==> src/rtl/alu_operand_stage.sv <==
// alu_operand_stage: operand select, forwarding and load-use stall ahead of the ALU.
// Build option: define ALU_OPERAND_FWD_EN to enable forwarding, hazards and stall counting.
module alu_operand_stage #(
  parameter int XLEN       = 32,
  parameter int REG_ADDR_W = 5,
  parameter int FWD_CH     = 2
) (
  input  logic                         clk,
  input  logic                         rst_n,
  input  logic                         in_valid,
  output logic                         in_ready,
  input  logic [REG_ADDR_W-1:0]        rs1_addr,
  input  logic [REG_ADDR_W-1:0]        rs2_addr,
  input  logic [XLEN-1:0]              read_data1,
  input  logic [XLEN-1:0]              read_data2,
  input  logic [XLEN-1:0]              imm_data,
  input  logic [XLEN-1:0]              pc,
  input  logic [1:0]                   a_sel,
  input  logic                         imm_data_select,
  input  logic                         uses_rs2,
  input  logic [FWD_CH-1:0]            fwd_valid,
  input  logic [FWD_CH-1:0]            fwd_pending,
  input  logic [FWD_CH*REG_ADDR_W-1:0] fwd_rd_addr,
  input  logic [FWD_CH*XLEN-1:0]       fwd_data,
  output logic                         out_valid,
  input  logic                         out_ready,
  output logic [XLEN-1:0]              alu_input_a,
  output logic [XLEN-1:0]              alu_input_b,
  output logic [XLEN-1:0]              store_data,
  output logic                         hazard_stall,
  output logic [15:0]                  stall_cycles
);

  logic [XLEN-1:0] rs1_val;
  logic [XLEN-1:0] rs2_val;
  logic            rs1_pend;
  logic            rs2_pend;
  logic            hazard;
  logic            accept;

  logic            valid_q, valid_d;
  logic [XLEN-1:0] a_q, a_d;
  logic [XLEN-1:0] b_q, b_d;
  logic [XLEN-1:0] sd_q, sd_d;

  // Resolve sources; scanning high to low lets the youngest channel win.
  always_comb begin
    rs1_val  = read_data1;
    rs2_val  = read_data2;
    rs1_pend = 1'b0;
    rs2_pend = 1'b0;
`ifdef ALU_OPERAND_FWD_EN
    for (int k = FWD_CH-1; k >= 0; k--) begin
      if (fwd_valid[k] &&
          fwd_rd_addr[k*REG_ADDR_W +: REG_ADDR_W] == rs1_addr) begin
        rs1_val  = fwd_data[k*XLEN +: XLEN];
        rs1_pend = fwd_pending[k];
      end
      if (fwd_valid[k] &&
          fwd_rd_addr[k*REG_ADDR_W +: REG_ADDR_W] == rs2_addr) begin
        rs2_val  = fwd_data[k*XLEN +: XLEN];
        rs2_pend = fwd_pending[k];
      end
    end
`endif
    if (rs1_addr == '0) begin
      rs1_val  = '0;
      rs1_pend = 1'b0;
    end
    if (rs2_addr == '0) begin
      rs2_val  = '0;
      rs2_pend = 1'b0;
    end
  end

`ifdef ALU_OPERAND_FWD_EN
  logic [15:0] stall_q, stall_d;

  assign hazard = ((a_sel == 2'd0) && rs1_pend) ||
                  ((!imm_data_select || uses_rs2) && rs2_pend);

  // Saturating count of cycles lost to load-use hazards.
  always_comb begin
    stall_d = stall_q;
    if (hazard_stall && stall_q != 16'hFFFF) stall_d = stall_q + 16'd1;
  end

  // Stall counter register.
  always_ff @(posedge clk or negedge rst_n) begin
    if (!rst_n) stall_q <= '0;
    else        stall_q <= stall_d;
  end

  assign stall_cycles = stall_q;
`else
  logic unused_fwd;
  assign unused_fwd = ^{fwd_valid, fwd_pending, fwd_rd_addr,
                        fwd_data, uses_rs2, rs1_pend, rs2_pend};
  assign hazard       = 1'b0;
  assign stall_cycles = 16'd0;
`endif

  assign hazard_stall = in_valid && hazard;
  assign in_ready     = (!valid_q || out_ready) && !hazard_stall;
  assign accept       = in_valid && in_ready;

  // Output register: load on accept, drop valid when drained.
  always_comb begin
    valid_d = valid_q;
    a_d     = a_q;
    b_d     = b_q;
    sd_d    = sd_q;
    if (accept) begin
      valid_d = 1'b1;
      unique case (a_sel)
        2'd0:    a_d = rs1_val;
        2'd1:    a_d = pc;
        default: a_d = '0;
      endcase
      b_d  = imm_data_select ? imm_data : rs2_val;
      sd_d = rs2_val;
    end else if (valid_q && out_ready) begin
      valid_d = 1'b0;
    end
  end

  // Pipeline register state.
  always_ff @(posedge clk or negedge rst_n) begin
    if (!rst_n) begin
      valid_q <= 1'b0;
      a_q     <= '0;
      b_q     <= '0;
      sd_q    <= '0;
    end else begin
      valid_q <= valid_d;
      a_q     <= a_d;
      b_q     <= b_d;
      sd_q    <= sd_d;
    end
  end

  assign out_valid   = valid_q;
  assign alu_input_a = a_q;
  assign alu_input_b = b_q;
  assign store_data  = sd_q;

endmodule
==> config.mk <==
export PLATFORM = sky130hd
export DESIGN_NAME = alu_operand_stage
export DESIGN_NICKNAME = d
export VERILOG_FILES = /design/src/rtl/alu_operand_stage.sv
export SDC_FILE = /design/constraint.sdc
export NUM_CORES = 1
export LEC_CHECK = 0
export CAP_MARGIN = 20
export CORE_AREA = 2 2 132 134
export DETAILED_ROUTE_END_ITERATION = 6
export DIE_AREA = 0 0 134 136
export PLACE_DENSITY_LB_ADDON = 0.2
export RECOVER_POWER = 50
export SYNTH_ARGS = -nofsm -noshare
export SYNTH_HDL_FRONTEND = slang
export SYNTH_SLANG_ARGS = --single-unit
==> constraint.sdc <==
create_clock -name clk -period 2.2 [get_ports clk]
set_clock_uncertainty 0.1 [all_clocks]
set_input_delay 0.22 -clock clk [delete_from_list [all_inputs] [get_ports clk]]
set_output_delay 0.22 -clock clk [all_outputs]
set_load 0.03 [all_outputs]
=== After elaboration in Yosys (flattened, before gate mapping) ===
Cells that the tools add are included.

* Logic and storage cells: 19
* Output and inout port bits: 115
* Input bits: 224
* Register bits after elaboration: 97

* Mux-type cells: 6
* Eq/ne operators: 1
* Reduce and logical (&&, ||, !) cells: 8

{| class="wikitable"
|+ Operators with widths
! cell !! count
|-
| two-way mux 32 bit || 3
|-
| one-hot mux 32 bit (2 select lines) || 1
|-
| logical NOT 5 bit || 2
|-
| == test 2 x 1 -> 1 bit, second input constant || 1
|-
| logical AND 1 bit || 2
|-
| logical NOT 2 bit || 1
|-
| two-way mux 1 bit || 2
|-
| nonzero test 2 bit || 1
|-
| logical NOT 1 bit || 1
|-
| logical OR 1 bit || 1
|}

=== Longest topological paths before layout ===
Gate-level depths: netlist of the first run.

* Depth after elaboration: 4
* Gate-level depth with buffers: 6
* Mapped depth without buffers: 3

=== Worst setup path after synthesis of the first run ===
No wires, ideal clock.

* Path type: flip-flop to flip-flop
* Start: register valid_q (netlist: out_valid)
* End: register sd_q[22] (netlist: store_data[22])
* Setup time: 78 ps
* Cell stages (with the launch flop): 6
* Slack: 539 ps
* Clock period less this slack: 1,661 ps
* Data required time: 2,022 ps
* Arrival: 1,483 ps
* Cells stage by stage: dfrtp_1 > nand2b_1 > buf_2 > clkbuf_1 > nand3_1 > o2bb2ai_1

* Cells in the longest elaborated chain, start to end: 3

{| class="wikitable"
|+ RTL lines
! element !! RTL line !! RTL
|-
| from (decl) || 41 || <nowiki>logic valid_q, valid_d;</nowiki>
|-
| from (signal assigned) || 135 || <nowiki>valid_q <= valid_d;</nowiki>
|-
| logical NOT 1 bit || 104 || <nowiki>assign in_ready = (!valid_q || out_ready) && !hazard_stall;</nowiki>
|-
| logical OR 1 bit || 104 ||
|-
| named net in_ready || 11 || <nowiki>output logic in_ready,</nowiki>
|-
| logical AND 1 bit || 105 || <nowiki>assign accept = in_valid && in_ready;</nowiki>
|-
| to (signal assigned) || 133 || <nowiki>sd_q <= '0;</nowiki>
|-
| to (signal assigned) || 138 || <nowiki>sd_q <= sd_d;</nowiki>
|-
| to (decl) || 44 || <nowiki>logic [XLEN-1:0] sd_q, sd_d;</nowiki>
|}

The timed path passes the listed nets, and every way through them passes these cells.
A chain may end at the register's enable or synchronous reset.

=== Worst setup path after layout of the first run ===
* Start: input port rs2_addr[0]
* End: register sd_q[18] (netlist: store_data[18])

* Cells in the longest elaborated chain, start to end: 2

{| class="wikitable"
|+ RTL lines
! element !! RTL line !! RTL
|-
| from (decl) || 13 || <nowiki>input logic [REG_ADDR_W-1:0] rs2_addr,</nowiki>
|-
| logical NOT 5 bit || 70 || <nowiki>if (rs2_addr == '0) begin</nowiki>
|-
| two-way mux 32 bit || 70 ||
|}

No other way between the ends.

==> results of run 1 <==
## area by class of cell
class	instances	area, sq um
clock buffers	10	239.0
clock inverters	6	113.9
fillers	1620	8939
multi-input cells	378	2263
flip-flops and latches	97	2427
well taps	225	281.5
repair buffers	260	2613
## synth_stat cells (all sizes together)
library cell / number / area [sq um]
and2: 1 / 6.260
clkbuf: 30 / 116.4
or4: 2 / 22.52
nand2: 65 / 244.0
nor2b: 33 / 206.5
a21oi: 64 / 320.3
o2bb2ai: 32 / 280.3
nor2: 2 / 15.01
o21ai: 32 / 160.2
a31oi: 64 / 400.4
conb: 1 / 3.750
dfrtp: 97 / 2427
buf: 49 / 310.3
nand2b: 2 / 12.51
o211ai: 32 / 390.4
nand3: 32 / 160.2
## flip-flops by register name, indices dropped and copies added, names as in the netlist
signal and count:
alu_input_a 32, store_data 32, out_valid 1, alu_input_b 32
## layer usage
metal,vias to the layer above,part of all wire (%)
met1,2382,41
met4,0,1.5
met3,19,7.9
met2,186,49
met5,-,0
li1,2341,-
## worst max-delay path, delay by kind of cell
family | cells | cell delay, ps
compound gates | 1 | 90
buf+inv | 2 | 730
simple gates | 2 | 920
## cells by family after synthesis
group	count (synthesis)
other cells	1
simple gates	137
buf+inv	79
compound gates	224
flops	97
## report_power, final
group | switching (mW) | internal (mW) | total [mW]
registers | 0.149 | 2.04 | 2.19
logic | 1.12 | 0.876 | 1.99
clock network | 0.710 | 1.15 | 1.86
total | 1.98 | 4.06 | 6.04
## cell usage in the layout (no fill, tap or decap), drive strengths merged
cell	n
a21oi	64
a31oi	64
and2	1
buf	19
bufinv	3
clkbuf	13
clkdlybuf4s50	236
clkinvlp	2
conb	17
dfrtp	97
dlygate4sd3	2
inv	1
nand2	65
nand2b	2
nand3	32
nor2	2
nor2b	33
o211ai	32
o21ai	32
o2bb2ai	32
or4	2
## through the flow
stage                     util [%]  instance area (sq um)  setup slack (ps)  std cells
final                        47.03                   7938             358.6        976
after floorplan                  -                   5136             539.1        554
after global placement       45.21                   7630             160.9        959
after detailed placement     45.21                   7630             129.1        959
after global routing         47.03                   7938             234.4        976
after CTS                    47.36                   7993             382.9        976
## path summary, 6_finish.rpt
check	start	endpoint	slack (ps)
max	rs2_addr[0]	store_data[18]	360
min	in_valid	out_valid	180
max reg2reg	out_valid	store_data[6]	450
min reg2reg	store_data[25]	store_data[25]	390
max in group asynchronous	rst_n	out_valid	490
min in group asynchronous	rst_n	alu_input_a[24]	530
==> flow_summary.toml, run 1 <==
[status]
status = "complete, no violations"

[finish]
nets = 970
area_growth_pct = 56.37
diodes = 0
drive_gt1_share_pct = 9.055

[floorplanning]
fp.dieH_um = 136
core_area_sq_um = 16880
die_area_sq_um = 18220
initial_core_util_pct = 30.08
die_w_um = 134
io_pins = 339
fp-row-count = 48

[clocking]
path_clk_slew_ps = 60
clk_latency_ps = 340
cts_setup_buffers = 0
cts_tree = "yes"
htree_levels = 3
root_buffer = "clkbuf_16"
cts_sinks = 97
cts_buffer_depth = 2
hold_buffers = 1
numCtsBuffers = 9
cts_repair_resize_count = 0

[global_routing]
grt_usage_pct = 19.09
grt_max_degree = 69
overflow = 0
grt_pass1_vias = 5132
grtUsageMet3_pct = 5.444
met2_usage_pct = 32.19
grt-busiest-layer = "met2"
grt_first_pass_wirelength_um = 27390
grtUsageMet1_pct = 23.57
antenna_found_initial = 0

[yosys]
syn_inst = 538
synth-compound-area-share_pct = 30.56
synthMuxAreaShare_pct = 0
synth-simple-area-share_pct = 13.14
netlist-cell-type-count = 22
synth_fa_ha_area_share_pct = 0
synth_top_family_by_area = "compound AO/OA/AOI/OAI gates"
synth_seq_cells = 97
ys_seq_area_share_pct = 47.82
synth.cell_area_sq_um = 5076
avgSynthCellArea_sq_um = 9.435
yosys_warnings = 0
synth_xor_area_share_pct = 0

[min_path]
hold_class = "primary input to flip-flop"
hold_depth = 2

[sta]
grt_setup_unrepaired = "no"
finalSetupTns_ps = 0
hold_viol = 0
finalSetupViolCount = 0
fin_hold_ws_ps = 180.9
tightest_slew_ps = 1200
post-route-period-util_pct = 83.70
fmax_mhz = 543.1
slew_headroom_pct = 19.99
fin_crit_ps = 1841
maxSlewViolCount = 0

[worst_setup_path]
path_class = "primary input to flip-flop"
cp_max_fo = 33
crit_path_end_kind = "flip-flop"
worstRegToRegCells = 4
critical_path.max_stage_delay_ps = 730
critPathSlowestCell = "or4_4"
crit_chain = "dlygate4sd3_1 -> or4_4 -> nor2_4 -> buf_4 -> o2bb2ai_1"
critPathLaunchType = "primary input"
cp.arrival_ps = 1970
required_ps = 2330

[pwr]
power_density_nw_per_um2 = 760.3
peakVddDrop_mv = 0.3327
p_total_mw = 6.035
power_leakage_nw = 3.028

[place]
routabilityCongestion = 0.7933
dp_hpwl_um = 12130
port_buffers = 242

[route]
drc = 0
wl_um = 17310
ant_nets = 0
drtIter0Drc = 213
vias_per_cell = 5.049
dr.pass1.iters = 4
vias = 4928
drt-wirelength-per-cell_um = 17.74

[flow_run]
cap_violations = 0
No activity file was read; power rests on OpenSTA's default activity.
==> run 2, diff against run 1 <==
--- a/config.mk
+++ b/config.mk
@@ -6,9 +6,9 @@
 export NUM_CORES = 1
 export LEC_CHECK = 0
 export CAP_MARGIN = 20
-export CORE_AREA = 2 2 132 134
+export CORE_AREA = 2 2 133 135
 export DETAILED_ROUTE_END_ITERATION = 6
-export DIE_AREA = 0 0 134 136
+export DIE_AREA = 0 0 135 137
 export PLACE_DENSITY_LB_ADDON = 0.2
 export RECOVER_POWER = 50
 export SYNTH_ARGS = -nofsm -noshare
==> constraint.sdc (replaced) <==
create_clock -name clk -period 1.7 [get_ports clk]
set_clock_uncertainty 0.1 [all_clocks]
set_input_delay 0.17 -clock clk [delete_from_list [all_inputs] [get_ports clk]]
set_output_delay 0.17 -clock clk [all_outputs]
set_load 0.03 [all_outputs]
==> flow_summary.toml, run 2 (same netlist as run 1, synthesis figures left out) <==
[status]
status = "complete, no violations"

[clocking]
htree_levels = 3
cts_sinks = 97
numCtsBuffers = 9
cts_tree = "yes"
path_clk_slew_ps = 70
cts_setup_buffers = 0
clk_latency_ps = 340
cts_buffer_depth = 2
root_buffer = "clkbuf_16"

[route]
drt-wirelength-per-cell_um = 18.20
drtIter0Drc = 313
ant_nets = 0
drc = 0
vias_per_cell = 5.091
wl_um = 17840
vias = 4989
dr.pass1.iters = 5

[finish]
mostFrequentLayoutCells = "clkdlybuf4s50_1, dfrtp_1, nand2_1, a21oi_1, a31oi_1"
nets = 975
diodes = 0
final_common_cell = "clkdlybuf4s50_1"
drive_gt1_share_pct = 10.33
area_growth_pct = 54.03

[worst_setup_path]
crit_path_end_kind = "output pin"
cp_max_fo = 2
cp.arrival_ps = 1400
r2r_slack_ps = 350
endpoint = "alu_input_b[1]"
critPathLaunch = "alu_input_b[1]"
critical_path.max_stage_delay_ps = 700
critPathLaunchType = "flip-flop"
crit_chain = "clkdlybuf4s50_1"
critPathBufInv = 1
critPathSlowestCell = "clkdlybuf4s50_1"
worstRegToRegCells = 4
worstReg2RegEnd = "alu_input_b[27]"
required_ps = 1430
rr_startpoint = "out_valid"
crit_cells = 1
cpLargestDelayFamily = "buffers and inverters"
path_class = "flip-flop to output pin"

[floorplanning]
die_area_sq_um = 18500
fp.dieH_um = 137
core_area_sq_um = 17060
initial_core_util_pct = 29.76
io_pins = 339
die_w_um = 135
fp-row-count = 48

[sta]
fin_ws_ps = 32.90
hold_viol = 0
post-route-period-util_pct = 98.06
fin_crit_ps = 1667
fmax_mhz = 599.8
grt_setup_unrepaired = "no"
slew_headroom_pct = 38.93
tightest_slew_ps = 916.0
maxSlewViolCount = 0
finalSetupTns_ps = 0
finalSetupViolCount = 0

[pwr]
power_density_nw_per_um2 = 930.0
power_leakage_nw = 3.011
peakVddDrop_mv = 0.4510

[global_routing]
grt_first_pass_wirelength_um = 27490
grt_pass1_vias = 5095
grt_usage_pct = 18.99
overflow = 0
grt_max_degree = 65
antenna_found_initial = 0

[flow_run]
cap_violations = 0

[min_path]
hold_class = "primary input to flip-flop"

[place]
place_ws_ps = -258.4
routabilityCongestion = 0.7977
dp_hpwl_um = 12420
port_buffers = 242
run 2: power breakdown:
part           internal [mW]  total (mW)  switching (mW)  leakage [nW]
registers               2.64        2.84           0.201          1.14
logic                   1.00        2.46            1.45          1.74
clock network           1.07        1.98           0.911         0.134
run 2: cell type report:
class | instances | area [sq um]
multi-input cells | 378 | 2297
flip-flops and latches | 97 | 2427
well taps | 225 | 281.5
clock buffers | 11 | 252.7
repair buffers | 265 | 2531
fillers | 1638 | 9238
clock inverters | 4 | 28.78
run 2: worst min-delay path by stage:
| stage | startpoint | to | slack (ps) | cells past startpoint |
|---|---|---|---|---|
| floorplan | rst_n | alu_input_a[0] | -230 | 0 |
| global placement | rst_n | alu_input_a[27] | 30 | 1 |
| detailed placement | rst_n | alu_input_a[31] | 40 | 1 |
| CTS | in_valid | store_data[27] | 100 | 3 |
| global route | in_valid | store_data[27] | 120 | 3 |
| finish | in_valid | store_data[27] | 110 | 3 |
run 2: per-layer routing:
| layer | vias to the layer above | global-route usage (%) | part of all wire (%) |
|---|---|---|---|
| met5 | - | 0 | 0 |
| met4 | 0 | 6.829 | 1.8 |
| met3 | 21 | 5.296 | 9.1 |
| met2 | 221 | 32.09 | 49 |
| met1 | 2392 | 23.25 | 40 |
| li1 | 2355 | - | - |
run 2: stage by stage:
stage | util (%) | power [mW] | instance area (sq um) | std cells | hold WS [ps]
3_5_place_dp | 45.26 | 5.506 | 7720 | 963 | 36.45
4_1_cts | 46.88 | 7.471 | 7996 | 979 | 102.8
6_report | 45.84 | 7.271 | 7819 | 980 | 113.9
2_1_floorplan | - | 4.189 | 5136 | 554 | -225.6
5_1_grt | 45.84 | 7.628 | 7819 | 980 | 116.9
3_3_place_gp | 45.26 | 5.474 | 7720 | 963 | 31.60
run 2: what timing repair did:
| item | in CTS | in global routing |
|---|---|---|
| gates resized for setup | 12 | 33 |
| gates cloned | 0 | 1 |
| setup endpoints to repair | 12 | 33 |
| hold endpoints to repair | 28 | 0 |
| hold buffers | 1 | 0 |
